===== src/rtl/pc_fetch_unit_if.sv =====
// Fetch-unit bus bundle: branch redirect, instruction-memory request/response
// and the decode-side valid/ready handshake.
// master = fetch unit, slave = surrounding pipeline / memory.
interface pc_fetch_unit_if;
   logic        take_branch;
   logic [63:0] branch_target;
   logic        imem_req_valid;
   logic [63:0] imem_req_addr;
   logic        imem_req_ready;
   logic        imem_resp_valid;
   logic [31:0] imem_resp_data;
   logic        inst_valid;
   logic [31:0] inst;
   logic [63:0] inst_pc;
   logic        inst_ready;

   modport master (
      input  take_branch, branch_target, imem_req_ready, imem_resp_valid,
             imem_resp_data, inst_ready,
      output imem_req_valid, imem_req_addr, inst_valid, inst, inst_pc
   );

   modport slave (
      output take_branch, branch_target, imem_req_ready, imem_resp_valid,
             imem_resp_data, inst_ready,
      input  imem_req_valid, imem_req_addr, inst_valid, inst, inst_pc
   );
endinterface


===== src/rtl/pc_fetch_unit.sv =====
// Instruction-fetch stage: owns the PC, keeps at most one imem request in
// flight, hands fetched words to decode and redirects on taken branches,
// squashing wrong-path responses or held instructions.
// Optional macro FETCH_PERF_EN adds perf_fetched / perf_squashed counters.
module pc_fetch_unit #(
   parameter logic [63:0] RESET_PC = 64'h0,
   parameter int unsigned PC_STEP  = 4
) (
   input  logic              clk,
   input  logic              reset,
   pc_fetch_unit_if.master   fbus,
   output logic              fetch_fault
`ifdef FETCH_PERF_EN
   ,
   output logic [63:0]       perf_fetched,
   output logic [63:0]       perf_squashed
`endif
);

   localparam logic [63:0] STEP = 64'(PC_STEP);

   typedef enum logic [1:0] {
      S_REQ  = 2'd0,
      S_WAIT = 2'd1,
      S_HOLD = 2'd2,
      S_HALT = 2'd3
   } state_t;

   state_t      state_q, state_d;
   logic [63:0] pc_q, pc_d;
   logic        squash_q, squash_d;
   logic [31:0] inst_q, inst_d;
   logic [63:0] inst_pc_q, inst_pc_d;
   logic        fault_q, fault_d;

   logic        redirect_s;
   logic        misaligned_s;
   logic        accept_s;

   assign redirect_s   = fbus.take_branch && (fbus.branch_target[1:0] == 2'b00);
   assign misaligned_s = fbus.take_branch && (fbus.branch_target[1:0] != 2'b00);
   assign accept_s     = (state_q == S_REQ) && fbus.imem_req_ready;

   // State, PC and held-instruction registers.
   always_ff @(posedge clk or posedge reset) begin
      if (reset) begin
         state_q   <= S_REQ;
         pc_q      <= RESET_PC;
         squash_q  <= 1'b0;
         inst_q    <= 32'h0;
         inst_pc_q <= 64'h0;
         fault_q   <= 1'b0;
      end else begin
         state_q   <= state_d;
         pc_q      <= pc_d;
         squash_q  <= squash_d;
         inst_q    <= inst_d;
         inst_pc_q <= inst_pc_d;
         fault_q   <= fault_d;
      end
   end

   // Next-state logic; a redirect outranks every other event in the cycle.
   always_comb begin
      state_d   = state_q;
      pc_d      = pc_q;
      squash_d  = squash_q;
      inst_d    = inst_q;
      inst_pc_d = inst_pc_q;
      fault_d   = fault_q;

      case (state_q)
         S_REQ: begin
            if (misaligned_s) begin
               fault_d = 1'b1;
               state_d = S_HALT;
            end else if (redirect_s) begin
               pc_d = fbus.branch_target;
               if (accept_s) begin
                  // The request just issued is on the wrong path.
                  state_d  = S_WAIT;
                  squash_d = 1'b1;
               end else begin
                  state_d = S_REQ;
               end
            end else if (accept_s) begin
               state_d = S_WAIT;
            end else begin
               state_d = S_REQ;
            end
         end

         S_WAIT: begin
            if (misaligned_s) begin
               fault_d = 1'b1;
               state_d = S_HALT;
            end else if (redirect_s) begin
               pc_d = fbus.branch_target;
               if (fbus.imem_resp_valid) begin
                  // Response arriving now is stale; refetch immediately.
                  squash_d = 1'b0;
                  state_d  = S_REQ;
               end else begin
                  squash_d = 1'b1;
                  state_d  = S_WAIT;
               end
            end else if (fbus.imem_resp_valid) begin
               if (squash_q) begin
                  squash_d = 1'b0;
                  state_d  = S_REQ;
               end else begin
                  inst_d    = fbus.imem_resp_data;
                  inst_pc_d = pc_q;
                  state_d   = S_HOLD;
               end
            end else begin
               state_d = S_WAIT;
            end
         end

         S_HOLD: begin
            if (misaligned_s) begin
               fault_d = 1'b1;
               state_d = S_HALT;
            end else if (redirect_s) begin
               // Same-cycle consume still happens, but the next PC is the target.
               pc_d    = fbus.branch_target;
               state_d = S_REQ;
            end else if (fbus.inst_ready) begin
               pc_d    = pc_q + STEP;
               state_d = S_REQ;
            end else begin
               state_d = S_HOLD;
            end
         end

         S_HALT: begin
            state_d = S_HALT;
         end

         default: begin
            state_d = S_HALT;
            fault_d = 1'b1;
         end
      endcase
   end

   assign fbus.imem_req_valid = (state_q == S_REQ) && !reset;
   assign fbus.imem_req_addr  = pc_q;
   assign fbus.inst_valid     = (state_q == S_HOLD) && !reset;
   assign fbus.inst           = inst_q;
   assign fbus.inst_pc        = inst_pc_q;
   assign fetch_fault         = fault_q;

`ifdef FETCH_PERF_EN
   logic        fetched_inc_s;
   logic        squashed_inc_s;
   logic [63:0] perf_fetched_q;
   logic [63:0] perf_squashed_q;

   // Event decode: consumes, discarded responses and dropped held words.
   always_comb begin
      fetched_inc_s  = (state_q == S_HOLD) && fbus.inst_ready;
      squashed_inc_s = ((state_q == S_WAIT) && fbus.imem_resp_valid &&
                        (squash_q || fbus.take_branch)) ||
                       ((state_q == S_HOLD) && fbus.take_branch && !fbus.inst_ready);
   end

   // Free-running wrap-around performance counters.
   always_ff @(posedge clk or posedge reset) begin
      if (reset) begin
         perf_fetched_q  <= 64'h0;
         perf_squashed_q <= 64'h0;
      end else begin
         perf_fetched_q  <= perf_fetched_q + (fetched_inc_s ? 64'd1 : 64'd0);
         perf_squashed_q <= perf_squashed_q + (squashed_inc_s ? 64'd1 : 64'd0);
      end
   end

   assign perf_fetched  = perf_fetched_q;
   assign perf_squashed = perf_squashed_q;
`endif

endmodule


===== src/flat_wrapper.sv =====
// flat-port wrapper written by rule: the top's interface ports become plain ports
module pc_fetch_unit_flat 
#(
   parameter logic [63:0] RESET_PC = 64'h0,
   parameter int unsigned PC_STEP  = 4
)
  (clk, reset, fetch_fault, fbus_take_branch, fbus_branch_target, fbus_imem_req_ready, fbus_imem_resp_valid, fbus_imem_resp_data, fbus_inst_ready, fbus_imem_req_valid, fbus_imem_req_addr, fbus_inst_valid, fbus_inst, fbus_inst_pc);
  pc_fetch_unit_if fbus_i ();
  input  logic clk;
  input  logic reset;
  output logic fetch_fault;
  input wire logic [$bits(fbus_i.take_branch)-1:0] fbus_take_branch;
  input wire logic [$bits(fbus_i.branch_target)-1:0] fbus_branch_target;
  input wire logic [$bits(fbus_i.imem_req_ready)-1:0] fbus_imem_req_ready;
  input wire logic [$bits(fbus_i.imem_resp_valid)-1:0] fbus_imem_resp_valid;
  input wire logic [$bits(fbus_i.imem_resp_data)-1:0] fbus_imem_resp_data;
  input wire logic [$bits(fbus_i.inst_ready)-1:0] fbus_inst_ready;
  output wire logic [$bits(fbus_i.imem_req_valid)-1:0] fbus_imem_req_valid;
  output wire logic [$bits(fbus_i.imem_req_addr)-1:0] fbus_imem_req_addr;
  output wire logic [$bits(fbus_i.inst_valid)-1:0] fbus_inst_valid;
  output wire logic [$bits(fbus_i.inst)-1:0] fbus_inst;
  output wire logic [$bits(fbus_i.inst_pc)-1:0] fbus_inst_pc;
  assign fbus_i.take_branch = fbus_take_branch;
  assign fbus_i.branch_target = fbus_branch_target;
  assign fbus_i.imem_req_ready = fbus_imem_req_ready;
  assign fbus_i.imem_resp_valid = fbus_imem_resp_valid;
  assign fbus_i.imem_resp_data = fbus_imem_resp_data;
  assign fbus_i.inst_ready = fbus_inst_ready;
  assign fbus_imem_req_valid = fbus_i.imem_req_valid;
  assign fbus_imem_req_addr = fbus_i.imem_req_addr;
  assign fbus_inst_valid = fbus_i.inst_valid;
  assign fbus_inst = fbus_i.inst;
  assign fbus_inst_pc = fbus_i.inst_pc;
  pc_fetch_unit #(.RESET_PC(RESET_PC), .PC_STEP(PC_STEP)) u_core (.clk(clk), .reset(reset), .fbus(fbus_i), .fetch_fault(fetch_fault));
endmodule

===== config.mk =====
export PLATFORM = sky130hd
export DESIGN_NAME = pc_fetch_unit_flat
export DESIGN_NICKNAME = d
export VERILOG_FILES = /design/src/rtl/pc_fetch_unit_if.sv /design/src/rtl/pc_fetch_unit.sv /design/src/flat_wrapper.sv
export SDC_FILE = /design/constraint.sdc
export NUM_CORES = 1
export LEC_CHECK = 0
export ABC_AREA = 1
export CORE_MARGIN = 2
export CORE_UTILIZATION = 48
export CTS_CLUSTER_DIAMETER = 80
export DETAILED_ROUTE_END_ITERATION = 8
export GPL_TIMING_DRIVEN = 0
export PLACE_DENSITY = 0.79
export SYNTH_ARGS = -nofsm -noshare
export SYNTH_HDL_FRONTEND = slang
export SYNTH_SLANG_ARGS = --single-unit

===== constraint.sdc =====
create_clock -name clk -period 5.9 [get_ports clk]
set_input_delay 0.59 -clock clk [delete_from_list [all_inputs] [get_ports clk]]
set_output_delay 0.59 -clock clk [all_outputs]
set_load 0.02 [all_outputs]

==> results of run 1 <==
[power by group]
part           total [W]  internal, W  switching [W]
clock            0.00116     0.000611       0.000547
combinational    0.00381      0.00163        0.00218
sequential       0.00221      0.00167       0.000536
total            0.00718      0.00391        0.00327
[path summary, 6_finish.rpt]
kind	end
worst max-delay path	fbus_inst_valid
worst min-delay path	u_core.fbus.inst_pc[35]$_DFFE_PP0P_
worst max register to register	u_core.fbus.imem_req_addr[52]$_DFFE_PP0P_
worst min register to register	u_core.fbus.inst_pc[35]$_DFFE_PP0P_
max in group asynchronous	u_core.fbus.inst_pc[48]$_DFFE_PP0P_
min in group asynchronous	u_core.fbus.imem_req_addr[0]$_DFFE_PP0P_
[through the flow]
| step | hold WS, ns | setup slack (ns) |
|---|---|---|
| 2_1_floorplan | 0.481 | 0.877 |
| 3_3_place_gp | 0.446 | -1.44 |
| 3_5_place_dp | 0.473 | 3.34 |
| 4_1_cts | 0.491 | 3.34 |
| 5_1_grt | 0.505 | 3.30 |
| 6_report | 0.483 | 3.34 |
[final cells by class]
type,instances,area [um2]
timing repair buffer,265,2670
tap,229,287
clock buffer,17,425
sequential,164,4100
inverter,114,438
buffer,42,269
fill,1570,5600
multi-input combinational,863,4050
antenna,1,2.50
clock inverter,15,186
[cells in the mapped netlist]
cell and count:
nor3_1 5, xor2_1 6, o21ai_0 102, nand2_4 1
nand2_1 377, a22oi_1 5, o22ai_1 12, inv_4 1
buf_6 9, nand2_2 4, nand3_1 65, nor2_1 184
clkbuf_1 10, ha_1 1, nand4_1 15, o21bai_1 1
mux2i_1 1, a21oi_1 18, inv_2 2, a21o_1 1
nor2_4 3, nor2_2 5, inv_1 111, o21ai_1 9
nand3b_1 1, buf_2 17, dfrtp_1 164, nor2_8 1
mux2_2 46, buf_4 6
[kinds of logic (layout without fill, tap and decap cells)]
family / count (synthesis) / in the layout / synth area share [%]
simple gates: 661 / 661 / 30.3
flops: 164 / 164 / 46.4
other cells: 0 / 1 / 0
buf+inv: 156 / 453 / 7.90
fa+ha+maj: 1 / 1 / 0.141
compound gates: 148 / 148 / 8.74
mux: 47 / 47 / 5.97
xor+xnor: 6 / 6 / 0.594
[flip-flops by register name (all words and copies together) (netlist names)]
| signal | cells |
|---|---|
| u_core.fbus.imem_req_addr | 64 |
| u_core.fbus.inst_pc | 64 |
| u_core.fbus.inst | 32 |
| u_core.state_q | 2 |
| u_core.fetch_fault | 1 |
| u_core.squash_q | 1 |
[worst max-delay path, delay by kind of cell]
| family | cells | cell delay, ns |
|---|---|---|
| simple gates | 1 | 0.23 |
| buf+inv | 2 | 1.16 |
[per-layer routing]
layer / vias to the layer above / share of wire, % / track usage, %
met2: 454 / 45 / 48.5
met4: 0 / 3.9 / 12.7
met5: - / 0 / 0
li1: 4342 / - / -
met3: 79 / 9.6 / 8.26
met1: 4336 / 42 / 43.5
==> run metrics, run 1 <==
crit-path cells clkdlybuf4s50_1, nor3_1, clkdlybuf4s50_1; initial antenna violation count 1; critical path endpoint category output pin; crit path from reset; Placer Congestion 0.961; final wirelength 31.0 mm; Die Y-Extent 140 um; post-CTS resize count 0; Power Total 0.00718 W; CTS tree yes; post-synthesis sequential area ratio 46.4%; Starting Density 49.1%; H-Tree Depth 4; share of layout cells above drive strength 1 8.72%; clock sink count 164; syn_area_per_cell 7.48 um2; Synth top area share 46.4%; endpoints failing setup 0; peak per-stage delay on the critical path 0.63 ns; RSZ-0062 raised after global routing false; crit path DAT 1.97 ns; DR iter-0 viols 876; Layout Skew 0.0181 ns; crit path launch type input pin; # rows 49; flop-to-flop setup slack 3.56 ns; Max-Cap Viols 0; core area 18000 um2; Post-CTS Setup Bufs 0; Worst Min Path Start u_core.fbus.inst_pc[35]$_DFFE_PP0P_; Worst R2R Path Depth 10; Via density 5.39; antenna-violating nets left 0; first-pass GRT wire length 48.6 mm; DP HPWL 23.8 mm; Clock Tree Buf Depth 2; syn nets 1286; placed cell area 11800 um2; Post-Layout Inst Area 12400 um2; YS warnings 0; Non-Filler Instances 1710; CTS Buf Count 17; Hold Path Class reg -> reg; GRT Util Overall 31.8%; Fin. Hold Viols 0; synth top area cells dfrtp_1 (46%), nand2_1 (16%), nor2_1 (7.8%); Port-buffer cells 264; Post-CTS Hold Buffers 0; DR vias 9211; # IOs 265; Die Area 19500 um2; fin crit period 2.56 ns; data required time of the worst path 5.31 ns; Final Slew Violations 0; worst r2r src u_core.fbus.imem_req_addr[3]$_DFFE_PP0P_; clock transition at the registers of the reported paths 0.06 ns; Clock Latency Late Sink 0.44 ns; cell total after placement 1677; Worst VDD drop 0.350 mV; setup TNS 0 ns; Mapped Cells 1183; outcome finished clean; Die W 140 um; Netlist Area Pre-Place 8850 um2; grt ovf 0; drt first pass iters 8; area added between synthesis and finish 40.4%; Synth cell types 30; commonest cells after routing, fill and taps aside nand2_1 (377), clkdlybuf4s50_1 (264), nor2_1 (184), dfrtp_1 (164), inv_1 (110); Max Fclk 390 MHz; Setup CP Type in -> out; Top cell by count, worst path clkdlybuf4s50_1; net count reported at finish 1570; hold depth 2; Period Utilization, post-route 43.4%; vias in the first global route 8967; flops & latches, synth 164; most common cell after layout, fill and taps aside nand2_1; CP max stage cell clkdlybuf4s50_1; Rel. slew slack 44.5%; Finished Core Util 68.9%; Root Driver clkbuf_16; drt wl/cell 18.1 um; largest net degree at the start of global routing 98; P_leak 5.75 nW; Tightest Pin Transition 0.830 ns; pwr/cell area 578 nW/um2; crit-path max FO 3; cell taking the most area after synthesis dfrtp_1; residual DRC count 0
Power figures use the tool's default switching activity.
==> inputs of run 2 (changes only) <==
--- a/config.mk
+++ b/config.mk
@@ -7,11 +7,11 @@
 export LEC_CHECK = 0
 export ABC_AREA = 1
 export CORE_MARGIN = 2
-export CORE_UTILIZATION = 48
+export CORE_UTILIZATION = 43
 export CTS_CLUSTER_DIAMETER = 80
 export DETAILED_ROUTE_END_ITERATION = 8
 export GPL_TIMING_DRIVEN = 0
-export PLACE_DENSITY = 0.79
+export PLACE_DENSITY = 0.75
 export SYNTH_ARGS = -nofsm -noshare
 export SYNTH_HDL_FRONTEND = slang
 export SYNTH_SLANG_ARGS = --single-unit
==> constraint.sdc (replaced) <==
create_clock -name clk -period 2.2 [get_ports clk]
set_input_delay 0.22 -clock clk [delete_from_list [all_inputs] [get_ports clk]]
set_output_delay 0.22 -clock clk [all_outputs]
set_load 0.02 [all_outputs]
==> run metrics, run 2 (synthesized netlist as in run 1, its figures left out) <==
outcome finished clean; crit-path max FO 6 (+3); Placer Congestion 1.01 (+4.7%); Rel. slew slack 60.2% (+16 points); Hold Path Class in -> async; RSZ-0062 raised after global routing false; DR iter-0 viols 768 (-12%); Finished Core Util 62.1% (-6.8 points); vias in the first global route 8685 (-3.1%); clock transition at the registers of the reported paths 0.07 ns (about the same); Tightest Pin Transition 0.597 ns (-0.233 ns); clock sink count 164 (unchanged); initial antenna violation count 0 (-1); Power Total 0.0193 W (+170%); commonest cells after routing, fill and taps aside nand2_1 (376), clkdlybuf4s50_1 (264), nor2_1 (181), dfrtp_1 (164), inv_1 (110); first-pass GRT wire length 48.0 mm (-1.3%); Starting Density 43.7% (-5.4 points); Die Y-Extent 147 um (+5.5%); crit-path cells inv_1, nor2_2, nand3_1, nor2_1, nand4_1, nand2_1, nand2_1, nand2_1, nand2_1; # IOs 265 (unchanged); net count reported at finish 1575 (+0.32%); Period Utilization, post-route 94.3%; grt ovf 0 (unchanged); Place WS 0.0233 ns (-3.32 ns); clock share of power 16.5% (+0.4 points); Max Fclk 482 MHz; Post-Layout Inst Area 12600 um2 (+1.2%); share of layout cells above drive strength 1 9.29% (+0.58 points); # rows 52 (+6.1%); Top cell by count, worst path nand2_1; Clock Latency Late Sink 0.44 ns (about the same); fin crit period 2.08 ns; Setup CP Type reg -> reg; pwr/cell area 1540 nW/um2 (+170%); crit path DAT 2.40 ns (+0.43 ns); Fin. Hold Viols 0 (unchanged); Worst VDD drop 0.746 mV (+110%); endpoints failing setup 0 (unchanged); Layout Skew 0.0123 ns (-0.00586 ns); CTS Buf Count 17 (unchanged); Max-Cap Viols 0 (unchanged); Via density 5.19 (-3.7%); Clock Tree Buf Depth 2 (unchanged); CTS tree yes; peak per-stage delay on the critical path 0.49 ns (-0.14 ns); Port-buffer cells 264 (unchanged); critical path endpoint category register; largest net degree at the start of global routing 44 (-55%); area added between synthesis and finish 42.1%; Die W 147 um (+5.5%); antenna-violating nets left 0 (unchanged); drt wl/cell 17.4 um (-4.0%); Die Area 21700 um2 (+11%); core area 20200 um2 (+12%); Sw Ratio 44.6% (-0.91 points); most common cell after layout, fill and taps aside nand2_1; residual DRC count 0 (unchanged); Internal Pwr Total 0.0107 W (+170%); antenna cell count 0 (-1); DP HPWL 23.8 mm (+0.18%); final wirelength 30.6 mm (-1.4%); Root Driver clkbuf_16; CP max stage cell nor2_1; Sw Pwr 0.00861 W (+160%); final setup margin 0.124 ns (-3.21 ns); share of power burned in registers 30.8% (about the same); P_leak 5.78 nW (+0.50%); Post-CTS Hold Buffers 0 (unchanged); H-Tree Depth 4 (unchanged); data required time of the worst path 2.53 ns (-2.78 ns); drt first pass iters 5 (-3); DR vias 9104 (-1.2%); Final Slew Violations 0 (unchanged); GRT Util Overall 28.4% (-3.4 points); crit path launch type register; placed cell area 11900 um2 (+0.85%); Gate power share 52.7% (-0.4 points)
[run 2: area by class of cell]
type                            count  area (um2)
Fill cell                        1820        7660
Sequential cell                   164        4100
Multi-Input combinational cell    863        4070
Timing Repair Buffer              270        2740
Inverter                          114         434
Clock buffer                       18         429
Tap cell                          270         338
Buffer                             42         269
Clock inverter                     14         190
[run 2: power groups by stage]
stage          registers [W]  clock network (W)  logic (W)
2_1_floorplan        0.00734                  0    0.00400
3_3_place_gp         0.00592                  0    0.00995
3_5_place_dp         0.00595                  0     0.0101
4_1_cts              0.00591            0.00321     0.0102
5_1_grt              0.00615            0.00335     0.0110
6_report             0.00594            0.00319     0.0102
[run 2: repair_timing]
item	4_1_cts	5_1_grt
endpoints found under the setup margin	0	12
gates resized for setup	0	7
setup buffers	0	2
[run 2: critical path, delay by kind of cell (launching register included)]
| kind | cells | cell delay (ns) |
|---|---|---|
| AND/OR/NAND/NOR | 8 | 1.45 |
| buffers and inverters | 1 | 0.11 |
| flip-flops | 1 | 0.42 |
[run 2: final timing paths]
path                                                          start                                         to  slack [ns]  cells past startpoint
setup / recovery           u_core.fbus.imem_req_addr[2]$_DFFE_PP0P_  u_core.fbus.imem_req_addr[51]$_DFFE_PP0P_        0.12                      9
hold / removal                                                reset             u_core.fetch_fault$_DFFE_PP0P_        0.13                      2
setup reg to reg           u_core.fbus.imem_req_addr[2]$_DFFE_PP0P_  u_core.fbus.imem_req_addr[51]$_DFFE_PP0P_        0.12                      9
hold reg to reg                      u_core.fetch_fault$_DFFE_PP0P_             u_core.fetch_fault$_DFFE_PP0P_        0.48                      1
max in group asynchronous                                     reset        u_core.fbus.inst_pc[32]$_DFFE_PP0P_        1.27                      4
min in group clk                             fbus_imem_resp_data[5]            u_core.fbus.inst[5]$_DFFE_PP0P_        0.39                      2
[run 2: layer usage]
layer  wire (um)  global-route usage [%]  vias up
met4         734                    7.64        0
li1            -                       -     4350
met1       13200                    39.7     4318
met3        2550                    6.02       47
met2       14100                    45.3      389
met5           0                       0        -
[run 2: through the flow]
step	TNS (ns)	cells	hold slack (ns)
after CTS	0	1753	0.137
after global routing	0	1755	0.157
after floorplan	-17.19	1183	0.370
after global placement	-250.96	1717	0.441
final	0	1755	0.134
after detailed placement	0	1721	0.456
==> inputs of run 3 (changes only) <==
--- a/config.mk
+++ b/config.mk
@@ -12,6 +12,7 @@
 export DETAILED_ROUTE_END_ITERATION = 8
 export GPL_TIMING_DRIVEN = 0
 export PLACE_DENSITY = 0.75
+export SETUP_SLACK_MARGIN = 0.3
 export SYNTH_ARGS = -nofsm -noshare
 export SYNTH_HDL_FRONTEND = slang
 export SYNTH_SLANG_ARGS = --single-unit
==> run metrics, run 3 (synthesized netlist as in run 1, its figures left out) <==
outcome finished clean; drt first pass iters 7 (+2); Rel. slew slack 59.2% (-0.97 points); most common cell after layout, fill and taps aside nand2_1; Internal Pwr Total 0.0108 W (+1.5%); worst r2r src u_core.fbus.imem_req_addr[2]$_DFFE_PP0P_; DR vias 9198 (+1.0%); vias in the first global route 8735 (+0.58%); routed wl met2 14.4 mm (+2.4%); final setup margin 0.325 ns (+0.201 ns); RR Endpoint u_core.fbus.imem_req_addr[34]$_DFFE_PP0P_; Post-CTS Hold Buffers 0 (unchanged); core area 20200 um2 (unchanged); Die Y-Extent 147 um (unchanged); Max Fclk 533 MHz (+11%); Sw Ratio 44.6% (about the same); fillers 1795 (-1.4%); area added between synthesis and finish 45.0%; Post-Layout Inst Area 12800 um2 (+2.0%); # IOs 265 (unchanged); Place WS 0.0233 ns (unchanged); share of layout cells above drive strength 1 13.4% (+4.1 points); Via density 5.21 (+0.40%); endpoints failing setup 0 (unchanged); DP HPWL 23.8 mm (unchanged); crit path launch type register; first-pass GRT wire length 48.1 mm (+0.26%); Layout Skew 0.0148 ns (+0.00258 ns); flop-to-flop setup slack 0.32 ns (+0.20 ns); Period Utilization, post-route 85.2% (-9.1 points); register area 4120 um2 (+0.46%); Worst R2R Path Depth 12 (+3); Finished Core Util 63.4% (+1.3 points); drt wl/cell 17.5 um (+0.34%); share of power burned in registers 30.5% (-0.3 points); Setup CP Type reg -> reg; placed cell area 11900 um2 (unchanged); clock sink count 164 (unchanged); DR iter-0 viols 793 (+3.3%); H-Tree Depth 4 (unchanged); # rows 52 (unchanged); Clock Latency Late Sink 0.44 ns (about the same); commonest cells after routing, fill and taps aside nand2_1 (368), clkdlybuf4s50_1 (262), nor2_1 (158), dfrtp_1 (149), inv_1 (108); data required time of the worst path 2.52 ns (about the same); Die W 147 um (unchanged); Placer Congestion 1.01 (unchanged); final wirelength 30.9 mm (+0.97%); Hold Path Class in -> async; crit path DAT 2.20 ns (-0.20 ns); Max Used Layer met4; Starting Density 43.7% (unchanged); largest net degree at the start of global routing 44 (unchanged); P_leak 5.86 nW (+1.5%); pwr/cell area 1530 nW/um2 (-0.56%); initial antenna violation count 0 (unchanged); Die Area 21700 um2 (unchanged); Power Total 0.0196 W (+1.5%); Worst VDD drop 0.749 mV (+0.39%); Tightest Pin Transition 0.611 ns (+0.0145 ns); Final Slew Violations 0 (unchanged); critical path endpoint category register; Clock Tree Buf Depth 2 (unchanged); Multi-input gate area 4210 um2 (+3.4%); RSZ-0062 raised after global routing true; clock share of power 16.3% (-0.2 points); antenna cell count 0 (unchanged); Sw Pwr 0.00873 W (+1.5%); Gate power share 53.3% (+0.6 points); GRT Util Overall 28.5% (+0.080 points); fin crit period 1.88 ns (-0.201 ns); CTS Buf Count 17 (unchanged); Met3 Routed Length 2.48 mm (-2.7%); CTS tree yes; net count reported at finish 1586 (+0.70%); crit-path max FO 6 (unchanged); antenna-violating nets left 0 (unchanged); Fin. Hold Viols 0 (unchanged); Port-buffer cells 264 (unchanged); DRT met1 WL 13.4 mm (+1.3%); Root Driver clkbuf_16; residual DRC count 0 (unchanged); Max-Cap Viols 0 (unchanged); grt ovf 0 (unchanged); clock transition at the registers of the reported paths 0.07 ns (about the same)
run 3: cell count changes in the layout (fill, tap and decap cells not counted), moves of 3 or more:
cell / delta
buf_2: -3
buf_4: +10
dfrtp_1: -15
dfrtp_2: +15
nand2_1: -8
nand2_2: +6
nor2_1: -23
nor2_2: +16
nor2_4: +7
run 3: worst max-delay path by stage:
stage | from | endpoint | slack [ns]
after floorplan | reset | u_core.fbus.imem_req_addr[0]$_DFFE_PP0P_ | -0.10
after global placement | reset | u_core.fbus.inst_pc[37]$_DFFE_PP0P_ | -1.55
after detailed placement | u_core.fbus.imem_req_addr[3]$_DFFE_PP0P_ | u_core.fbus.imem_req_addr[52]$_DFFE_PP0P_ | 0.02
after CTS | u_core.fbus.imem_req_addr[4]$_DFFE_PP0P_ | u_core.fbus.imem_req_addr[51]$_DFFE_PP0P_ | 0.27
after global routing | u_core.fbus.imem_req_addr[2]$_DFFE_PP0P_ | u_core.fbus.imem_req_addr[34]$_DFFE_PP0P_ | 0.26
final | u_core.fbus.imem_req_addr[2]$_DFFE_PP0P_ | u_core.fbus.imem_req_addr[34]$_DFFE_PP0P_ | 0.32
run 3: power groups by stage:
stage                     clock (W)  combinational (W)  sequential, W
after floorplan                   0            0.00400        0.00734
after global placement            0            0.00995        0.00592
after detailed placement          0             0.0101        0.00595
after CTS                   0.00321             0.0103        0.00591
after global routing        0.00336             0.0113        0.00617
final                       0.00319             0.0104        0.00596
run 3: routing by layer:
layer	track usage, %	up-vias
li1	-	4388
met4	6.63	0
met5	0	-
met3	6.02	41
met2	46.1	398
met1	39.7	4371
run 3: worst max-delay path: stages, from the launching register on:
cell     delay [ns]
dfrtp_1        0.39
ha_2           0.22
nand2_2        0.07
nor2_4         0.15
buf_6          0.13
nand2_4        0.08
nor2_4         0.18
buf_6          0.16
nand2_1        0.08
xor2_1         0.14
nand2_1        0.06
nand2_1        0.06
nand2_1        0.04
run 3: area by class of cell:
class                   count  area share, %
clock buffers              18           3.35
multi-input cells         863           32.8
clock inverters            14           1.48
flip-flops and latches    164           32.1
plain buffers              42           2.17
inverters                 114           3.40
well taps                 270           2.63
repair buffers            281           22.0
run 3: repair_timing:
item / 4_1_cts / 5_1_grt
pin swaps: 3 / 8
endpoints found under the setup margin: 32 / 107
setup buffers: 7 / 6
endpoints found under the hold margin: 0 / 0
gates resized for setup: 25 / 52
run 3: through the flow:
step / TNS [ns] / hold WS (ns) / instances
finish: 0 / 0.132 / 1766
global route: 0 / 0.157 / 1766
CTS: 0 / 0.137 / 1760
detailed placement: 0 / 0.456 / 1721
global placement: -250.96 / 0.441 / 1717
floorplan: -17.19 / 0.370 / 1183
